$ cat config.mk
export PLATFORM = sky130hd
export DESIGN_NAME = regfile_write_arbiter_flat
export DESIGN_NICKNAME = d
export VERILOG_FILES = /design/src/rtl/regfile_write_arbiter_if.sv /design/src/rtl/regfile_write_arbiter.sv /design/src/flat_wrapper.sv
export SDC_FILE = /design/constraint.sdc
export NUM_CORES = 1
export LEC_CHECK = 0
export BUFFER_PORTS_ARGS = -buffer_cell sky130_fd_sc_hd__buf_2
export CELL_PAD_IN_SITES_DETAIL_PLACEMENT = 1
export CELL_PAD_IN_SITES_GLOBAL_PLACEMENT = 1
export CORE_ASPECT_RATIO = 1.4
export CORE_MARGIN = 2
export CORE_UTILIZATION = 30
export DETAILED_ROUTE_END_ITERATION = 16
export PLACE_DENSITY = 0.6
export SLEW_MARGIN = 20
export SYNTH_ARGS = -nofsm -noshare
export SYNTH_HDL_FRONTEND = slang
export SYNTH_SLANG_ARGS = --single-unit
$ cat constraint.sdc
create_clock -name clk -period 3.2 [get_ports clk]
set_clock_uncertainty 0.1 [all_clocks]
set_input_delay 0.48 -clock clk [delete_from_list [all_inputs] [get_ports clk]]
set_output_delay 0.48 -clock clk [all_outputs]
set_load 0.05 [all_outputs]
$ cat src/rtl/regfile_write_arbiter_if.sv
// Writeback bus between the two requesters and the register-file write arbiter.
// master = upstream writeback sources, slave = the arbiter.
interface regfile_write_arbiter_if #(
  parameter int AW = 5,
  parameter int DW = 32
) ();
  logic          req0_valid;
  logic          req0_ready;
  logic [AW-1:0] req0_num;
  logic [DW-1:0] req0_data;

  logic          req1_valid;
  logic          req1_ready;
  logic [AW-1:0] req1_num;
  logic [DW-1:0] req1_data;

  logic          reg_we;
  logic [AW-1:0] dstreg_num;
  logic [DW-1:0] dstreg_data;
  logic          busy;

  modport master (
    output req0_valid, req0_num, req0_data,
    output req1_valid, req1_num, req1_data,
    input  req0_ready, req1_ready,
    input  reg_we, dstreg_num, dstreg_data, busy
  );

  modport slave (
    input  req0_valid, req0_num, req0_data,
    input  req1_valid, req1_num, req1_data,
    output req0_ready, req1_ready,
    output reg_we, dstreg_num, dstreg_data, busy
  );
endinterface

$ cat src/rtl/regfile_write_arbiter.sv
// Two in-order writeback FIFOs drained round-robin into one registered register_file write port.
// Optional combinational forwarding lookup over pending writes when RF_WR_FWD_EN is defined.
module regfile_write_arbiter #(
  parameter int DEPTH = 2,
  parameter int DW    = 32,
  parameter int AW    = 5
) (
  input  logic                   clk,
  input  logic                   rst,
  regfile_write_arbiter_if.slave bus
`ifdef RF_WR_FWD_EN
  ,
  input  logic [AW-1:0]          fwd_num1,
  input  logic [AW-1:0]          fwd_num2,
  output logic                   fwd_hit1,
  output logic                   fwd_hit2,
  output logic [DW-1:0]          fwd_data1,
  output logic [DW-1:0]          fwd_data2
`endif
);
  localparam int PW = $clog2(DEPTH);
  localparam int EW = AW + DW;

  typedef enum logic {FAV_REQ0, FAV_REQ1} rr_t;

  logic [1:0]    in_valid;
  logic [1:0]    not_empty;
  logic [1:0]    full;
  logic [1:0]    pop;
  logic [AW-1:0] in_num  [2];
  logic [DW-1:0] in_data [2];
  logic [EW-1:0] head    [2];

  rr_t           rr_reg, rr_next;
  logic          reg_we_reg;
  logic [AW-1:0] dstreg_num_reg;
  logic [DW-1:0] dstreg_data_reg;

`ifdef RF_WR_FWD_EN
  logic [PW:0]   rd_view  [2];
  logic [PW:0]   occ_view [2];
  logic [EW-1:0] mem_view [2][DEPTH];
`endif

  assign in_valid   = {bus.req1_valid, bus.req0_valid};
  assign in_num[0]  = bus.req0_num;
  assign in_num[1]  = bus.req1_num;
  assign in_data[0] = bus.req0_data;
  assign in_data[1] = bus.req1_data;

  // Ready comes from registered pointers only, so a pop never opens a full FIFO early.
  assign bus.req0_ready = !full[0];
  assign bus.req1_ready = !full[1];

  genvar gi;
  generate
    for (gi = 0; gi < 2; gi++) begin : g_fifo
      logic [PW:0]   wr_ptr_reg;
      logic [PW:0]   rd_ptr_reg;
      logic [EW-1:0] mem_reg [DEPTH];
      logic          push;

      assign full[gi]      = (wr_ptr_reg[PW-1:0] == rd_ptr_reg[PW-1:0]) &&
                             (wr_ptr_reg[PW] != rd_ptr_reg[PW]);
      assign not_empty[gi] = (wr_ptr_reg != rd_ptr_reg);
      // Writes to r0 complete the handshake but are dropped here.
      assign push          = in_valid[gi] && !full[gi] && (in_num[gi] != '0);
      assign head[gi]      = mem_reg[rd_ptr_reg[PW-1:0]];

      always_ff @(posedge clk or negedge rst) begin
        if (!rst) begin
          wr_ptr_reg <= '0;
          rd_ptr_reg <= '0;
        end else begin
          if (push)
            wr_ptr_reg <= wr_ptr_reg + 1'b1;
          if (pop[gi])
            rd_ptr_reg <= rd_ptr_reg + 1'b1;
        end
      end

      always_ff @(posedge clk) begin
        if (push)
          mem_reg[wr_ptr_reg[PW-1:0]] <= {in_num[gi], in_data[gi]};
      end

`ifdef RF_WR_FWD_EN
      assign rd_view[gi]  = rd_ptr_reg;
      assign occ_view[gi] = wr_ptr_reg - rd_ptr_reg;
      for (genvar gk = 0; gk < DEPTH; gk++) begin : g_view
        assign mem_view[gi][gk] = mem_reg[gk];
      end
`endif
    end
  endgenerate

  // The favour pointer only moves when both FIFOs compete for the write port.
  always_comb begin
    pop     = 2'b00;
    rr_next = rr_reg;
    if (not_empty == 2'b11) begin
      if (rr_reg == FAV_REQ0) begin
        pop     = 2'b01;
        rr_next = FAV_REQ1;
      end else begin
        pop     = 2'b10;
        rr_next = FAV_REQ0;
      end
    end else begin
      pop = not_empty;
    end
  end

  always_ff @(posedge clk or negedge rst) begin
    if (!rst) begin
      rr_reg          <= FAV_REQ0;
      reg_we_reg      <= 1'b0;
      dstreg_num_reg  <= '0;
      dstreg_data_reg <= '0;
    end else begin
      rr_reg     <= rr_next;
      reg_we_reg <= |pop;
      if (pop[1])
        {dstreg_num_reg, dstreg_data_reg} <= head[1];
      else if (pop[0])
        {dstreg_num_reg, dstreg_data_reg} <= head[0];
    end
  end

  assign bus.reg_we      = reg_we_reg;
  assign bus.dstreg_num  = dstreg_num_reg;
  assign bus.dstreg_data = dstreg_data_reg;
  assign bus.busy        = (|not_empty) || reg_we_reg;

`ifdef RF_WR_FWD_EN
  logic [AW-1:0] fwd_q [2];
  logic          fwd_h [2];
  logic [DW-1:0] fwd_d [2];

  assign fwd_q[0]  = fwd_num1;
  assign fwd_q[1]  = fwd_num2;
  assign fwd_hit1  = fwd_h[0];
  assign fwd_hit2  = fwd_h[1];
  assign fwd_data1 = fwd_d[0];
  assign fwd_data2 = fwd_d[1];

  generate
    for (gi = 0; gi < 2; gi++) begin : g_fwd
      logic          hit;
      logic [DW-1:0] data;

      // Scan oldest to youngest, write stage first and req1 last, so later matches win.
      always_comb begin
        logic [PW-1:0] slot;
        hit  = 1'b0;
        data = '0;
        slot = '0;
        if (fwd_q[gi] != '0) begin
          if (reg_we_reg && (dstreg_num_reg == fwd_q[gi])) begin
            hit  = 1'b1;
            data = dstreg_data_reg;
          end
          for (int r = 0; r < 2; r++) begin
            for (int k = 0; k < DEPTH; k++) begin
              slot = rd_view[r][PW-1:0] + PW'(k);
              if (((PW+1)'(k) < occ_view[r]) &&
                  (mem_view[r][slot][EW-1:DW] == fwd_q[gi])) begin
                hit  = 1'b1;
                data = mem_view[r][slot][DW-1:0];
              end
            end
          end
        end
      end

      assign fwd_h[gi] = hit;
      assign fwd_d[gi] = data;
    end
  endgenerate
`endif
endmodule
$ cat src/flat_wrapper.sv
// flat-port wrapper written by rule: the top's interface ports become plain ports
module regfile_write_arbiter_flat 
#(
  parameter int DEPTH = 2,
  parameter int DW    = 32,
  parameter int AW    = 5
)
  (clk, rst, bus_req0_valid, bus_req0_num, bus_req0_data, bus_req1_valid, bus_req1_num, bus_req1_data, bus_req0_ready, bus_req1_ready, bus_reg_we, bus_dstreg_num, bus_dstreg_data, bus_busy);
  regfile_write_arbiter_if #(.AW(AW), .DW(DW)) bus_i ();
  input  logic clk;
  input  logic rst;
  input wire logic [$bits(bus_i.req0_valid)-1:0] bus_req0_valid;
  input wire logic [$bits(bus_i.req0_num)-1:0] bus_req0_num;
  input wire logic [$bits(bus_i.req0_data)-1:0] bus_req0_data;
  input wire logic [$bits(bus_i.req1_valid)-1:0] bus_req1_valid;
  input wire logic [$bits(bus_i.req1_num)-1:0] bus_req1_num;
  input wire logic [$bits(bus_i.req1_data)-1:0] bus_req1_data;
  output wire logic [$bits(bus_i.req0_ready)-1:0] bus_req0_ready;
  output wire logic [$bits(bus_i.req1_ready)-1:0] bus_req1_ready;
  output wire logic [$bits(bus_i.reg_we)-1:0] bus_reg_we;
  output wire logic [$bits(bus_i.dstreg_num)-1:0] bus_dstreg_num;
  output wire logic [$bits(bus_i.dstreg_data)-1:0] bus_dstreg_data;
  output wire logic [$bits(bus_i.busy)-1:0] bus_busy;
  assign bus_i.req0_valid = bus_req0_valid;
  assign bus_i.req0_num = bus_req0_num;
  assign bus_i.req0_data = bus_req0_data;
  assign bus_i.req1_valid = bus_req1_valid;
  assign bus_i.req1_num = bus_req1_num;
  assign bus_i.req1_data = bus_req1_data;
  assign bus_req0_ready = bus_i.req0_ready;
  assign bus_req1_ready = bus_i.req1_ready;
  assign bus_reg_we = bus_i.reg_we;
  assign bus_dstreg_num = bus_i.dstreg_num;
  assign bus_dstreg_data = bus_i.dstreg_data;
  assign bus_busy = bus_i.busy;
  regfile_write_arbiter #(.DEPTH(DEPTH), .DW(DW), .AW(AW)) u_core (.clk(clk), .rst(rst), .bus(bus_i));
endmodule
# After elaboration in Yosys (flattened, before gate mapping)
# Memories as Yosys holds them, arrays and structs flattened.
# Index checks and enable logic that the tools add are counted.
[totals] reg_bits=47 ramBits=148 inputBits=78 elab_cells=46 n_memories=2
[mem_list] name="u_core.g_fifo[0].mem_reg" words=2 width=37 rd=1 rd_ports_with_merged_regs=0 write_ports=1 line="regfile_write_arbiter.sv:60" source="logic [EW-1:0] mem_reg [DEPTH];"
[mem_list] name="u_core.g_fifo[1].mem_reg" words=2 width=37 rd=1 rd_ports_with_merged_regs=0 write_ports=1 line="regfile_write_arbiter.sv:60"
[op_classes] add_sub_neg=4 eq_ne=7 mux=11 reduce_logical=14
[op_table] cell="32-bit two-way mux" count=2
[op_table] cell="5-bit two-way mux" count=2
[op_table] cell="5-bit nonzero test" count=2
[op_table] cell="2-bit by 1-bit adder with 2-bit output (second input constant)" count=4
[op_table] cell="1-bit logical AND" count=6
[op_table] cell="1-bit two-way mux" count=5
[op_table] cell="2-bit two-way mux" count=2
[op_table] cell="2-bit != test" count=2
[op_table] cell="2-bit OR reduction" count=2
[op_table] cell="1-bit equality test" count=2
[op_table] cell="2-bit equality test (second input constant)" count=1
[op_table] cell="1-bit zero test" count=2
[op_table] cell="1-bit != test" count=2
[op_table] cell="2-bit nonzero test" count=1
[op_table] cell="1-bit logical OR" count=1

# Longest topological paths before layout
# Gate-level depths: netlist of the first run.
[depth] ltp_word=7 ltp_mapped=8

# Worst setup path before layout of the first run
# Ideal clock, no wire load.
[synth_path] path_kind="flip-flop to flip-flop" startpoint="register u_core.g_fifo[0].rd_ptr_reg[0]" endpoint="memory u_core.g_fifo[0].mem_reg[0][0] (netlist name), enable pin" setup_ns=0.435 t_arrival_ns=2.740 t_required_ns=2.665 path_slack_ns=-0.075 stages_incl_launch_ff=5 n_path_buf=1 synth_period_minus_slack_ns=3.275 cell_sequence="dfrtp_1 > buf_2 > xnor2_1 > a221oi_1 > nor2b_1"
[synth_via] elab_chain_len=7
[synth_lines] element="start, declared" line="regfile_write_arbiter.sv:59" source="logic [PW:0] rd_ptr_reg;"
[synth_lines] element="start signal, assigned" line="regfile_write_arbiter.sv:78" source="rd_ptr_reg <= rd_ptr_reg + 1'b1;"
[synth_lines] element="1-bit equality test" line="regfile_write_arbiter.sv:63" source="assign full[gi] = (wr_ptr_reg[PW-1:0] == rd_ptr_reg[PW-1:0]) &&"
[synth_lines] element="1-bit logical AND" line="regfile_write_arbiter.sv:63"
[synth_lines] element="1-bit zero test" line="regfile_write_arbiter.sv:67" source="assign push = in_valid[gi] && !full[gi] && (in_num[gi] != '0);"
[synth_lines] element="1-bit logical AND (2 in series)" line="regfile_write_arbiter.sv:67"
[synth_lines] element="1-bit two-way mux" line="regfile_write_arbiter.sv:83" source="if (push)"
[synth_lines] element="1-bit two-way mux (implied by the code)" line="regfile_write_arbiter.sv:84" source="mem_reg[wr_ptr_reg[PW-1:0]] <= {in_num[gi], in_data[gi]};"
[synth_lines] element="end, declared" line="regfile_write_arbiter.sv:60"
# No other way between the ends.

# Final worst setup path of the first run
[layout_path] startpoint="register u_core.g_fifo[1].wr_ptr_reg[0]" endpoint="output bus_busy"
[layout_via] elab_chain_len=3
[layout_lines] element="start, declared" line="regfile_write_arbiter.sv:58" source="logic [PW:0] wr_ptr_reg;"
[layout_lines] element="start signal, assigned" line="regfile_write_arbiter.sv:76" source="wr_ptr_reg <= wr_ptr_reg + 1'b1;"
[layout_lines] element="2-bit != test" line="regfile_write_arbiter.sv:65" source="assign not_empty[gi] = (wr_ptr_reg != rd_ptr_reg);"
[layout_lines] element="2-bit OR reduction" line="regfile_write_arbiter.sv:133" source="assign bus.busy = (|not_empty) || reg_we_reg;"
[layout_lines] element="1-bit logical OR" line="regfile_write_arbiter.sv:133"
[layout_lines] element="end, declared" line="flat_wrapper.sv:23" source="output wire logic [$bits(bus_i.busy)-1:0] bus_busy;"
# No other way between the ends.

==> flow_results.org, run 1 <==
** Outcome
- Run status :: finished, final reports clean

** Clock network
- TritonCTS built the clock tree.
- Gates resized during post-CTS repair numbered 0.
- Clock Tree Buf Depth :: 2
- Clock Tree Root :: sky130_fd_sc_hd__clkbuf_16
- Number of H-tree levels :: 4
- The clock net in this run drives a total of 195 sinks.
- In this run, CTS created clock tree buffers numbering 17.
- Worst-Skew Late Latency :: about 430 ps
- Number of buffers added to fix hold violations after cts :: 0
- After clock tree synthesis, the clock-pin slew on the worst setup and hold paths is 70 ps.
- The number of setup buffers added after CTS is 0.

** Timing
- The total count of hold-check failures in the final report came to 0.
- The max-slew violation count came to 0.
- After routing, the total negative slack on setup checks comes to 0 ps.
- After layout, the minimum clock period comes to 2810 ps.
- Setup repair after global routing left no endpoint under its margin.
- Tightest Pin Transition :: 1060 ps
- Max Clock Freq :: 356 MHz
- Dividing the final minimum period by the clock period gives 0.878.
- In this run the tightest slew margin relative to its limit is 0.295.
- Setup violations remaining at the end of the flow were counted as 0.

** Die
- For this design the top-level I/O count stands at 119.
- For this configuration, the core starts out at a cell density of 0.307.
- Height of the die :: 198 um
- Horiz. Die Dim :: 142 um
- The die covers ~28000 sq um.
- Floorplan Core Area :: 26200 sq um
- Cell row count :: 70

** Synthesis
- Counting every net in the synthesized netlist gives around 530.
- In the synthesized netlist the async set-or-reset flop fraction comes to 0.241.
- Number of instances in the synthesized netlist :: 449
- Share of synthesized area occupied by flip-flops and latches :: 0.700
- Average size of a mapped cell :: 17.9 sq um
- Yosys cell types :: 27
- Cell with the most instances after synthesis :: sky130_fd_sc_hd__edfxtp_1
- In this run the cell area of the synthesized design comes to 8030 sq um.
- Yosys attributes the largest share of cell area to sky130_fd_sc_hd__edfxtp_1, sky130_fd_sc_hd__dfrtp_1, sky130_fd_sc_hd__mux2i_1.
- Synthesis warning total :: 0
- The synthesized design contains 195 register bits.
- In this run, synthesis inferred 148 flip-flops with an integrated enable.
- Most used flip-flop cell after synthesis :: sky130_fd_sc_hd__edfxtp_1
- The biggest area contributor in the post-synthesis netlist is sky130_fd_sc_hd__edfxtp_1.
- The commonest cells after synthesis are sky130_fd_sc_hd__edfxtp_1, sky130_fd_sc_hd__mux2i_1, sky130_fd_sc_hd__dfrtp_1.
- Proportion of netlist area held by the largest area contributor :: 0.553

** Route
- Wires add up to 19000 um.
- The pre-antenna-repair detailed-routing pass consisted of 4 iterations.
- The routed layout has 4323 vias.
- After the first detailed-routing iteration, the DRC count stood at approximately 210.
- Count of nets left with antenna violations after detail routing :: 0
- For this run, design rule violations remaining after detail routing come to 0.
- Ratio of routed vias to standard cells :: 4.77
- Detail-routed net length per standard cell :: 21.0 um

** GRT
- Wire length of the first global-routing pass :: 29100 um
- Pin count of the biggest net entering global routing :: 43
- Summed over all layers, the global routing overflow is 0.
- Initial antenna violation count :: 1
- Combined global-route utilization of all metal layers :: 0.141
- The via count of the first global-routing pass was between 4000 and 5000.

** Cells and area
- Number of flip-flops under the largest register name :: 148
- From synthesis to final layout, the design area changed by 19.2%.
- The net count of the finished layout is 647.
- Share of post-route cells with drive strength above 1 :: 0.412

** Worst setup path
- The worst register-to-register path begins at u_core.g_fifo[0].wr_ptr_reg[0]$_DFFE_PN0P_.
- Cells along the critical path :: xnor2_1, nand2b_4, inv_1, nand3b_1, buf_2
- Of all nets on the critical path, the largest fanout is 39.
- R2R cell count :: 3
- The worst setup path is captured at an output pin.
- The worst setup path is launched from a flop.
- Data required time at the worst endpoint :: between 2000 and 3000 ps
- The largest individual stage delay along the critical path comes from the cell sky130_fd_sc_hd__dfrtp_1.
- Capture point of the worst reg-to-reg path :: u_core.g_fifo[0].mem_reg[1][0]$_DFFE_PP_
- Flop-to-flop setup slack :: 610 ps
- Critical path type :: reg2out
- In this design, the stage delay of the slowest critical-path cell is 450 ps.
- Arrival time at the worst endpoint :: 2230 ps

** Run
- Across the run, the number of max-cap violations was 0.

** Worst hold path
- The tightest min-delay check is of the in2async type.

** Placement
- Count of buffers inserted at the top-level ports :: ~120
- Routability-driven placement congestion ratio :: approximately 0.7
- HPWL reported at the end of detailed placement :: 12500 um
[area by class of cell]
cell class                      instances  area [sq um]
Clock buffer                           17           425
Antenna cell                            1          2.50
Tap cell                              324           405
Multi-Input combinational cell        219          2270
Fill cell                            2648         16600
Clock inverter                         15           126
Timing Repair Buffer                  132           708
Sequential cell                       195          5620
Inverter                                4          15.0
[critical path: cells and delay by family, from the launching register on]
family | cells | cell delay (ps)
AND/OR/NAND/NOR | 2 | 510
flip-flops | 1 | 450
XOR/XNOR | 1 | 400
buffers and inverters | 2 | 420
[per-layer routing]
metal | GRT usage | up-vias | routed length [um] | part of all wire
met4 | 0.0600 | 0 | 440 | 0.023
met2 | 0.253 | 95 | 10300 | 0.54
met5 | 0 | - | 0 | 0
li1 | - | 2011 | - | -
met3 | 0.0252 | 20 | 689 | 0.036
met1 | 0.164 | 2197 | 7600 | 0.40
[placed cells by master (no fill, tap or decap), drive strengths merged]
cell type,instances
edfxtp,148
buf,132
mux2i,74
dfrtp,47
a221oi,39
mux2,37
and3b,37
clkbuf,17
inv,9
xor2,7
xnor2,6
clkinvlp,5
clkinv,5
nand2,3
nor2b,3
nor2,2
nor3,2
and2,2
nand2b,2
diode,1
nand3b,1
a21oi,1
o211ai,1
a211oi,1
o21ai,1
[cells by family (layout without fill, tap and decap cells)]
logic type / after synthesis / after routing / synth area share
flip-flops: 195 / 195 / 0.700
multiplexers: 111 / 111 / 0.144
AND/OR/NAND/NOR: 52 / 52 / 0.0503
AO/OA/AOI/OAI: 43 / 43 / 0.0682
buffers and inverters: 35 / 168 / 0.0232
XOR/XNOR: 13 / 13 / 0.0142
other: 0 / 1 / 0
[worst max path at each step]
stage	from	endpoint	slack, ps	cells past startpoint
finish	u_core.g_fifo[1].wr_ptr_reg[0]$_DFFE_PN0P_	bus_busy	390	5
global route	u_core.g_fifo[1].wr_ptr_reg[0]$_DFFE_PN0P_	bus_busy	180	5
CTS	u_core.g_fifo[1].wr_ptr_reg[0]$_DFFE_PN0P_	bus_busy	350	5
detailed placement	bus_req0_num[1]	u_core.g_fifo[0].mem_reg[1][10]$_DFFE_PP_	530	4
global placement	bus_req0_num[1]	u_core.g_fifo[0].mem_reg[1][10]$_DFFE_PP_	660	4
floorplan	u_core.g_fifo[0].rd_ptr_reg[0]$_DFFE_PN0P_	u_core.g_fifo[0].mem_reg[0][0]$_DFFE_PP_	610	4
[stage by stage]
step                      worst slack, ps  hold slack, ps  cell area, sq um  instances  utilization
after floorplan                       605            84.4              8040        449            -
after global placement                656             374              9020        874        0.344
after detailed placement              529             379              9020        874        0.344
after CTS                             346            80.9              9570        906        0.366
after global routing                  179             113              9570        907        0.366
final                                 389            63.1              9570        907        0.366
Power of run 1 is not shown: default switching activity piles up to over one toggle a cycle in this logic, so the estimate is an artifact.
==> inputs of run 2 (changes only) <==
==> constraint.sdc (replaced) <==
create_clock -name clk -period 3.2 [get_ports clk]
set_clock_uncertainty 0.1 [all_clocks]
set_input_delay 0.48 -clock clk [delete_from_list [all_inputs] [get_ports clk]]
set_output_delay 0.48 -clock clk [all_outputs]
set_load 0.02 [all_outputs]
==> flow_results.org, run 2 (synthesis results as in run 1) <==
** Outcome
- The flow ran to the end, and the final reports show no timing, DRC or antenna violations.

** Worst setup path
- STA classifies the critical path startpoint as a flop.
- Crit-path max FO :: 39 (unchanged)
- The arrival time of the worst setup path was 2140 ps (-90 ps).
- Master of the slowest instance on the critical path :: sky130_fd_sc_hd__dfrtp_1
- The signal on the critical path passes through xnor2_1, nand2b_4, inv_1, nand3b_1, buf_2.
- STA classifies the critical path endpoint as an output pin.
- The data required time of the worst path came to 2620 ps (about the same).
- Critical path type :: reg2out
- The maximum cell stage delay along the critical path is 450 ps (about the same).

** Pwr
- Leakage power total :: 3.84 nW
- The design draws 11.5 mW.
- Power per cell area :: 1200 nW/um^2
- Worst supply voltage drop on vdd :: 0.545 mV

** Clock network
- Setup Buffers After CTS :: 0 (unchanged)
- Number of H-tree levels :: 4 (unchanged)
- The largest buffer count on any clock path was 2 (unchanged).
- The insertion delay of the later-clocked pin in the worst-skew pair was 430 ps (about the same).
- Number of buffers added to fix hold violations after cts :: 0 (unchanged)
- The number of sinks on the clock net came to 195 (unchanged).
- Clock Tree Root :: sky130_fd_sc_hd__clkbuf_16
- The count of cells resized by post-cts repair came to 0 (unchanged).
- Clock transition at path regs :: 70 ps (about the same)
- TritonCTS built the clock tree.
- The total clock buffers created by CTS was 17 (unchanged).

** Timing
- The setup TNS was 0 ps (unchanged).
- The post-route minimum period came to 2720 ps (-91.9 ps).
- The fmax is 368 MHz (+3.4%).
- Setup repair after global routing missed its margin :: false
- The total count of hold-check failures in the final report is 0 (unchanged).
- Setup violation total in the final timing report :: 0 (unchanged)
- Fraction of the cycle the final worst path needs :: 0.850 (-0.0287)
- The max-slew violation count came to 0 (unchanged).
- Tightest Pin Transition :: 892 ps (-166 ps)
- The final critical-path setup slack is 481 ps (+91.9 ps).
- Worst slew margin :: 0.406 (+0.111)

** Cells and area
- Top library cells by usage in the layout, fill and taps aside :: sky130_fd_sc_hd__edfxtp_1, sky130_fd_sc_hd__buf_2, sky130_fd_sc_hd__mux2i_1
- The area added between synthesis and finish is 19.3% (about the same).
- The sequential cell area came to 5620 sq um (unchanged).
- The total non-filler cell area in the finished layout is 9580 sq um (about the same).
- The number of fill cells in the layout came to 2633 (-0.57%).
- Net count reported at finish :: 648 (+0.15%)
- Count of placed standard cells in the final layout, fillers left out :: 907 (unchanged)
- Number of flip-flops under the largest register name :: 148 (unchanged)
- The area occupied by multi-input gates came to 2270 sq um (about the same).
- The antenna diode instance count came to 0 (-1).
- The ratio of cells with drive above 1 in the final layout was 0.412 (-0.000707).
- The library cell used most frequently in the layout, excluding fill and tap cells, is sky130_fd_sc_hd__edfxtp_1.

** Route
- Router iterations before antenna repair :: 4 (unchanged)
- Detail-routed net length per standard cell :: 21.3 um (+1.6%)
- The total number of vias came to 4355 (+0.74%).
- The number of vias per cell after detailed routing is 4.80 (+0.74%).
- The violation count after the first detailed-route iteration was 214 (+2.4%).
- Post-route DRC :: 0 (unchanged)
- The total wire length after detailed routing came to 19300 um (+1.6%).
- The number of nets with antenna violations after detailed routing came to 0 (unchanged).

** Die
- The area inside the core boundary is 26200 sq um (unchanged).
- Cell row count :: 70 (unchanged)
- Overall die area :: 28100 sq um (unchanged)
- The horizontal extent of the die came to 142 um (unchanged).
- The starting density of the core came to 0.307 (unchanged).
- Height of the die :: 198 um (unchanged)
- The number of I/O pins was 119 (unchanged).

** Placement
- The last weighted congestion value of the routability-driven placer was 0.702 (-1.5%).
- The count of buffers from port buffering came to 118 (unchanged).
- DP Cell Count :: 875 (+0.11%)
- Placement Cell Area :: 9030 sq um (about the same)
- The pre-CTS worst setup slack is 526 ps (-2.54 ps).
- The HPWL after detailed placement is 12900 um (+3.1%).

** GRT
- Wire length of the first global-routing pass :: 29700 um (+1.9%)
- The global routing usage summed across all routing layers was 0.145 (+0.00454).
- Vias in the first global route :: 5005 (+0.46%)
- Initial antenna violation count :: 0 (-1)
- The largest net degree at the start of global routing is 40 (-7.0%).
- Overall overflow remaining after global route :: 0 (unchanged)

** Run
- The reported max-cap violation count was 0 (unchanged).

** Worst hold path
- Class of the most critical hold timing path :: in2async
run 2: metal layers:
| metal | global-route usage | share of wire |
|---|---|---|
| met5 | 0 | 0 |
| met3 | 0.0274 | 0.029 |
| met4 | 0.0515 | 0.013 |
| met2 | 0.272 | 0.56 |
| met1 | 0.163 | 0.39 |
run 2: layout make-up:
| class | instances | area share |
|---|---|---|
| inverter | 4 | 0.00157 |
| tap | 324 | 0.0423 |
| timing repair buffer | 133 | 0.0747 |
| multi-input combinational | 219 | 0.237 |
| clock buffer | 19 | 0.0462 |
| clock inverter | 13 | 0.0111 |
| sequential | 195 | 0.587 |
run 2: critical path, delay by kind of cell (launching register included):
kind	cells	cell delay, ps
buffers and inverters	2	360
XOR/XNOR	1	390
AND/OR/NAND/NOR	2	490
flip-flops	1	450
run 2: worst paths after layout:
path	from	endpoint	slack [ps]	cells after the start
worst max-delay path	u_core.g_fifo[1].wr_ptr_reg[0]$_DFFE_PN0P_	bus_busy	480	5
worst min-delay path	rst	u_core.bus.dstreg_data[30]$_DFFE_PN0P_	70	1
worst max register to register	u_core.g_fifo[1].wr_ptr_reg[0]$_DFFE_PN0P_	u_core.g_fifo[1].mem_reg[1][4]$_DFFE_PP_	810	4
worst min register to register	u_core.g_fifo[1].wr_ptr_reg[1]$_DFFE_PN0P_	u_core.g_fifo[1].wr_ptr_reg[1]$_DFFE_PN0P_	390	1
max in group asynchronous	rst	u_core.bus.dstreg_data[19]$_DFFE_PN0P_	2130	2
min in group clk	bus_req0_data[15]	u_core.g_fifo[0].mem_reg[0][15]$_DFFE_PP_	130	1
run 2: where the power goes:
part           internal [mW]  switching (mW)
registers               3.77           0.391
logic                   2.16            3.21
clock network           1.02           0.948
run 2: stage by stage:
stage / util / hold slack [ps]
finish: 0.366 / 66.8
global route: 0.366 / 101
floorplan: - / 84.4
global placement: 0.345 / 373
detailed placement: 0.345 / 383
CTS: 0.366 / 74.0
Power figures use the tool's default switching activity.
